File: src/rtl/compare_pipe_stats.sv
// compare_pipe_stats
//   Registered, streaming N-bit comparator with running statistics.
//   Operand pairs arrive over a valid/ready handshake. Each accepted pair is
//   compared under the selected mode, and the result sits in a one-deep output
//   register until downstream consumes it. Counters track the accepted pairs,
//   the pairs with a != b, and the index of the first mismatching pair.
//
// Ports
//   clk                 clock, rising edge
//   resetN              asynchronous active-low reset
//   inValid / inReady   input handshake (inReady = !outValid || outReady)
//   a, b                operands, N bits
//   mode                00 NE, 01 EQ, 10 LTU, 11 LTS (sampled at accept)
//   outValid / outReady output handshake
//   result              compare result of the held pair
//   resultNe            raw a != b of the held pair
//   clearStats          synchronous clear of all statistics
//   txnCount            accepted pairs, saturating
//   mismatchCount       accepted mismatching pairs, saturating
//   firstMismatchValid  a mismatch has been captured since reset/clear
//   firstMismatchIdx    txnCount value at the first mismatch
module compare_pipe_stats #(
    parameter int N  = 4,
    parameter int CW = 8
) (
    input  logic          clk,
    input  logic          resetN,
    input  logic          inValid,
    output logic          inReady,
    input  logic [N-1:0]  a,
    input  logic [N-1:0]  b,
    input  logic [1:0]    mode,
    output logic          outValid,
    input  logic          outReady,
    output logic          result,
    output logic          resultNe,
    input  logic          clearStats,
    output logic [CW-1:0] txnCount,
    output logic [CW-1:0] mismatchCount,
    output logic          firstMismatchValid,
    output logic [CW-1:0] firstMismatchIdx
);

    localparam logic [N-1:0]  MSB_MASK = (N)'(1) << (N-1);
    localparam logic [CW-1:0] CNT_MAX  = '1;

    logic          accept;
    logic          ne;
    logic          ltu;
    logic          lts;
    logic          cmp;
    logic [N:0]    sub_u;
    logic [N:0]    sub_s;
    logic [N-1:0]  a_s;
    logic [N-1:0]  b_s;

    logic [CW-1:0] txn_base;
    logic [CW-1:0] mis_base;
    logic          fmv_base;
    logic [CW-1:0] fidx_base;
    logic [CW-1:0] txn_next;
    logic [CW-1:0] mis_next;
    logic          fmv_next;
    logic [CW-1:0] fidx_next;

    assign inReady = !outValid || outReady;
    assign accept  = inValid && inReady;

    // Unsigned less-than is the borrow out of an (N+1)-bit subtraction.
    // Signed less-than reuses it after flipping both MSBs, which maps the
    // two's-complement range onto the unsigned range in order.
    assign a_s   = a ^ MSB_MASK;
    assign b_s   = b ^ MSB_MASK;
    assign sub_u = {1'b0, a}   - {1'b0, b};
    assign sub_s = {1'b0, a_s} - {1'b0, b_s};
    assign ne    = |(a ^ b);
    assign ltu   = sub_u[N];
    assign lts   = sub_s[N];

    always_comb begin
        cmp = ne;
        case (mode)
            2'b00:   cmp = ne;
            2'b01:   cmp = ~ne;
            2'b10:   cmp = ltu;
            default: cmp = lts;
        endcase
    end

    // Output register: a new accept always loads, which also covers the
    // simultaneous consume-and-refill case without a bubble.
    always_ff @(posedge clk or negedge resetN) begin
        if (!resetN) begin
            outValid <= 1'b0;
            result   <= 1'b0;
            resultNe <= 1'b0;
        end else if (accept) begin
            outValid <= 1'b1;
            result   <= cmp;
            resultNe <= ne;
        end else if (outReady) begin
            outValid <= 1'b0;
        end
    end

    // Clear is applied first, so a pair accepted on the clear edge is
    // counted against the freshly cleared statistics.
    always_comb begin
        txn_base  = clearStats ? '0   : txnCount;
        mis_base  = clearStats ? '0   : mismatchCount;
        fmv_base  = clearStats ? 1'b0 : firstMismatchValid;
        fidx_base = clearStats ? '0   : firstMismatchIdx;

        txn_next  = txn_base;
        mis_next  = mis_base;
        fmv_next  = fmv_base;
        fidx_next = fidx_base;

        if (accept) begin
            if (txn_base != CNT_MAX) begin
                txn_next = txn_base + 1'b1;
            end
            if (ne) begin
                if (mis_base != CNT_MAX) begin
                    mis_next = mis_base + 1'b1;
                end
                if (!fmv_base) begin
                    fmv_next  = 1'b1;
                    fidx_next = txn_base;
                end
            end
        end
    end

    always_ff @(posedge clk or negedge resetN) begin
        if (!resetN) begin
            txnCount           <= '0;
            mismatchCount      <= '0;
            firstMismatchValid <= 1'b0;
            firstMismatchIdx   <= '0;
        end else begin
            txnCount           <= txn_next;
            mismatchCount      <= mis_next;
            firstMismatchValid <= fmv_next;
            firstMismatchIdx   <= fidx_next;
        end
    end

endmodule

File: config.mk
export PLATFORM = sky130hd
export DESIGN_NAME = compare_pipe_stats
export DESIGN_NICKNAME = d
export VERILOG_FILES = /design/src/rtl/compare_pipe_stats.sv
export SDC_FILE = /design/constraint.sdc
export NUM_CORES = 1
export LEC_CHECK = 0
export ABC_AREA = 0
export CELL_PAD_IN_SITES_DETAIL_PLACEMENT = 1
export CELL_PAD_IN_SITES_GLOBAL_PLACEMENT = 2
export CORE_ASPECT_RATIO = 0.6
export CORE_MARGIN = 2
export CORE_UTILIZATION = 33
export CTS_BUF_LIST = sky130_fd_sc_hd__clkbuf_4 sky130_fd_sc_hd__clkbuf_8
export DETAILED_ROUTE_END_ITERATION = 6
export PLACE_DENSITY = 0.88
export SYNTH_ARGS = -nofsm -noshare
export SYNTH_HDL_FRONTEND = slang
export SYNTH_SLANG_ARGS = --single-unit
export TNS_END_PERCENT = 10
File: constraint.sdc
create_clock -name clk -period 4.2 [get_ports clk]
set_clock_uncertainty 0.1 [all_clocks]
set_input_delay 0.63 -clock clk [delete_from_list [all_inputs] [get_ports clk]]
set_output_delay 0.63 -clock clk [all_outputs]
set_load 0.005 [all_outputs]
Word level (Yosys, flattened, before mapping)
Cells that the tools add are included.
{"block": "word_totals", "inputBits": 15, "wordCells": 42, "reg_bits": 28, "output_inout_bits": 29}
{"block": "op_classes", "add_sub_neg": 4, "reduce_logical": 6, "eq_ne": 4, "n_mux": 17, "bitwise_logic": 4}
{"op": "$mux 8", "n": 11}
{"op": "$add 8x1->8 const B", "n": 2}
{"op": "$ne 8x8->1 const B", "n": 2}
{"op": "$sub 4x4->5", "n": 2}
{"op": "$mux 1", "n": 5}
{"op": "$reduce_or 4->1", "n": 1}
{"op": "$xor 4x4->4", "n": 1}
{"op": "$not 1->1", "n": 3}
{"op": "$pmux 1 s3", "n": 1}
{"op": "$eq 2x1->1 const B", "n": 1}
{"op": "$eq 2x2->1 const B", "n": 1}
{"op": "$logic_not 2->1", "n": 1}
{"op": "$reduce_bool 2->1", "n": 1}
{"op": "$logic_and 1x1->1", "n": 1}
{"op": "$logic_not 1->1", "n": 1}
{"op": "$logic_or 1x1->1", "n": 1}

Longest topological paths before layout
{"block": "depth", "depth_word": 5, "depth_mapped": 7, "depth_no_buf": 6}

Worst setup path after synthesis
OpenSTA, ideal clock, no wires.
{"block": "synth_timing", "path_type": "input -> register", "start": "input clearStats", "end": "register mismatchCount[1]", "t_required_ps": 3975, "cell_stages": 7, "path_slack_ps": 2020, "arrival_time_ps": 1955, "setup_time_ps": 125, "path_cell_list": "buf_4 nor2b_1 ha_1 nand4_2 nor3_4 nor2_1 mux2_2"}
{"block": "synth_between", "elab_chain_cells": 5, "word_cells_on_any_way": 6, "classes_between": "add/sub (1); eq/ne (1); mux (4)"}
{"element": "start, declared", "line": "37", "source": "input logic clearStats,"}
{"element": "$mux 8 (*)", "line": "110", "source": "mis_base = clearStats ? '0 : mismatchCount;"}
{"element": "$add 8x1->8 / $ne 8x8->1 (equally long branches)", "line": "125, 124"}
{"element": "$mux 8", "line": "124", "source": "if (mis_base != CNT_MAX) begin"}
{"element": "$mux 8", "line": "123", "source": "if (ne) begin"}
{"element": "$mux 8 (*)", "line": "119", "source": "if (accept) begin"}
{"element": "named net mis_next[1]", "line": "62", "source": "logic [CW-1:0] mis_next;"}
{"element": "end signal, assigned", "line": "143", "source": "mismatchCount <= mis_next;"}
{"element": "end, declared", "line": "39", "source": "output logic [CW-1:0] mismatchCount,"}
Mark *: on every way through the listed nets, which the timed path passes. The rest lies on a longest branch.
A chain may end at the register's enable or synchronous reset.

Final worst setup path
{"block": "layout_timing", "start": "input outReady", "end": "output inReady"}
{"block": "layout_between", "elab_chain_cells": 1}
{"element": "start, declared", "line": "34", "source": "input logic outReady,"}
{"element": "$logic_or 1x1->1", "line": "66", "source": "assign inReady = !outValid || outReady;"}
{"element": "end, declared", "line": "29", "source": "output logic inReady,"}
Every way passes these cells.

==> flow_summary.toml <==
[die]
die_y_um = 57.3
dieArea_um2 = 5320
initial_core_util_pct = 34.2
std_cell_rows = 19
die_w_um = 92.8
num_io_pins = 44
core_um2 = 4560

[critical_path]
rrSetupSlack_ps = 2200
end_kind = "primary output"
cp_data_arrival_time_ps = 2040
r2r-end = "mismatchCount[1]"
r2r_start = "mismatchCount[1]"
cpMostUsedCell = "clkdlybuf4s50_1"
critical-path-max-stage-delay_ps = 590
slowest_stage = "clkdlybuf4s50_1"
start_kind = "input pin"
cp_max_fo = 10
critPathKind = "in -> out"
rr_worst_depth = 6
path_delay_family = "buffers and inverters"
crit_buf_inv = 2
cp.required_ps = 3470
cp-startpoint = "outReady"
path_cells = "clkdlybuf4s50_1 > nand2b_1 > clkdlybuf4s50_1"

[placement]
dp.cells = 251
gp_congestion = 0.728
place_ws_ps = 1330
hpwlAfterDp_um = 3200
io_buffers = 43

[synth]
synth_edf_count = 0
synthArstFlopShare_pct = 100
yosysWarningCount = 0
yosysUniqueCellTypes = 40
postSynthCellCount = 147
ys_ff_latch = 28
ys.flop_type = "dfrtp_1"
syn_area_per_cell_um2 = 10.6
syn_nets = 169
syn_area_um2 = 1560
ys_seq_area_share_pct = 44.9

[pwr]
power.internal_mw = 0.466
leakagePower_nw = 0.983
power.density_nw_per_um2 = 288
seqPwrFrac_pct = 47.7
ir_worst_vdd_mv = 0.130
p_sw_mw = 0.145
swShare_pct = 23.8
combPwrFrac_pct = 17.3
p_total_mw = 0.611
clockPowerShare_pct = 35.0

[cells_and_area]
fillers = 525
seqCellArea_um2 = 701
final_cell_mix = "clkdlybuf4s50_1 (43), dfrtp_1 (28), nand2_1 (16)"
area_growth_pct = 36.0
layout_commonest_cell = "clkdlybuf4s50_1"
stdcell_count = 255
multi_input_area_um2 = 805
layout-drive-gt1-share_pct = 8.33
antenna_cells = 0
nets = 215

[status]
outcome = "completed"

[grt]
grt_usage_pct = 17.7
overflow = 0
grt_max_degree = 29
first_global_vias = 1464
antenna_found_initial = 0
grt_first_pass_wirelength_um = 7310

[detailed_routing]
drt_iter0_markers = 52
wirelength_um = 4260
drtPass1Iterations = 4
viasPerCell = 5.06
antenna_left = 0
route.detailed.drc = 0
vias = 1291
wl_per_cell_um = 16.7

[timing]
setup_viol_count_final = 0
worst_slack_ps = 1430
maxSlewViolCount = 0
tns_ps = 0
fin_crit_ps = 2770
holdWs_ps = 396
rsz0062_at_grt = "no"
min_period_over_period_pct = 65.9
worstMarginPinSlew_ps = 439
fmax_mhz = 361
finalHoldViolations = 0
slew_headroom_pct = 70.7

[clocking]
clock_path_buffers = 2
root_buffer = "clkbuf_8"
clock-sinks = 28
htreeDepth = 1
tritoncts = "built"
cts_setup_buffers = 0
path_clk_slew_ps = 100
post_cts_resized = 0
clkLatencyLatePin_ps = 280
hold_buffers = 0
cts_buffers = 3

[worst_hold_path]
min_from = "resultNe"
hold_end = "resultNe"
hold_class = "reg -> reg"
min_path_cells = 2

[job]
maxCapViolations = 0
[through the flow]
step	utilization [%]	instance area (um^2)
6_report	46.5	2120
5_1_grt	46.5	2120
4_1_cts	46.5	2120
3_5_place_dp	45.0	2050
3_3_place_gp	45.0	2050
2_1_floorplan	-	1560
[routing by layer]
metal  GRT usage [%]  wire length, um
met1            24.3             2020
met2            29.7             2070
met3            4.23              149
met4            1.89               14
met5               0                0
[worst register-to-register path: cells and delay by family (launching register included)]
kind	cells	cell delay, ps
muxes	1	290
DFF	1	380
adders and majority gates	1	230
and+or+nand+nor	4	890
[kinds of logic (layout without fill, tap and decap cells)]
logic type / Yosys count / after routing / share of synthesized area [%]
and+or+nand+nor: 65 / 65 / 25.6
buffers and inverters: 10 / 55 / 3.61
AOI/OAI and AO/OA: 18 / 18 / 8.49
xor gates and xnor gates: 6 / 6 / 3.37
DFF: 28 / 28 / 44.9
muxes: 13 / 13 / 8.49
adders and majority gates: 7 / 7 / 5.61
[state kept, by name, indices dropped and copies added (netlist names)]
| signal | flops |
|---|---|
| firstMismatchIdx | 8 |
| firstMismatchValid | 1 |
| mismatchCount | 8 |
| outValid | 1 |
| result | 1 |
| resultNe | 1 |
| txnCount | 8 |
[cells in the mapped netlist (all sizes together), types with 2 or more instances]
library cell / count / share of area, %
a21oi: 5 / 1.6
and2: 2 / 0.88
buf: 3 / 1.9
dfrtp: 28 / 45
ha: 7 / 5.6
inv: 5 / 1.2
mux2: 2 / 1.4
mux2i: 11 / 7.1
nand2: 16 / 3.8
nand2b: 4 / 1.6
nand3: 5 / 2.4
nand4: 7 / 4.6
nor2: 12 / 2.9
nor2b: 5 / 2.0
nor3: 6 / 3.4
o211ai: 3 / 1.4
o21a: 2 / 0.96
o31ai: 2 / 0.96
or4: 3 / 1.4
xnor2: 3 / 1.7
xor2: 3 / 1.7
[how the worst max path moves through the flow]
| stage | end | slack, ps | cells after the start |
|---|---|---|---|
| floorplan | mismatchCount[1] | 2020 | 7 |
| detailed placement | mismatchCount[1] | 1330 | 8 |
| global placement | mismatchCount[1] | 1420 | 8 |
| CTS | inReady | 1420 | 3 |
| global route | inReady | 1370 | 3 |
| finish | inReady | 1430 | 3 |
[layout make-up]
type	count	area share, %
multi-input cells	109	37.9
clock buffers	3	1.94
well taps	63	3.71
clock inverters	1	1.41
inverters	6	1.06
repair buffers	45	21.0
flip-flops and latches	28	33.0
[power groups by stage]
stage | clock network (mW) | logic (mW) | registers (mW)
2_1_floorplan | 0 | 0.0501 | 0.296
6_report | 0.214 | 0.106 | 0.291
4_1_cts | 0.220 | 0.108 | 0.292
5_1_grt | 0.233 | 0.117 | 0.294
3_5_place_dp | 0 | 0.107 | 0.297
3_3_place_gp | 0 | 0.103 | 0.296
Note: power is estimated with default switching activity, not from simulation.
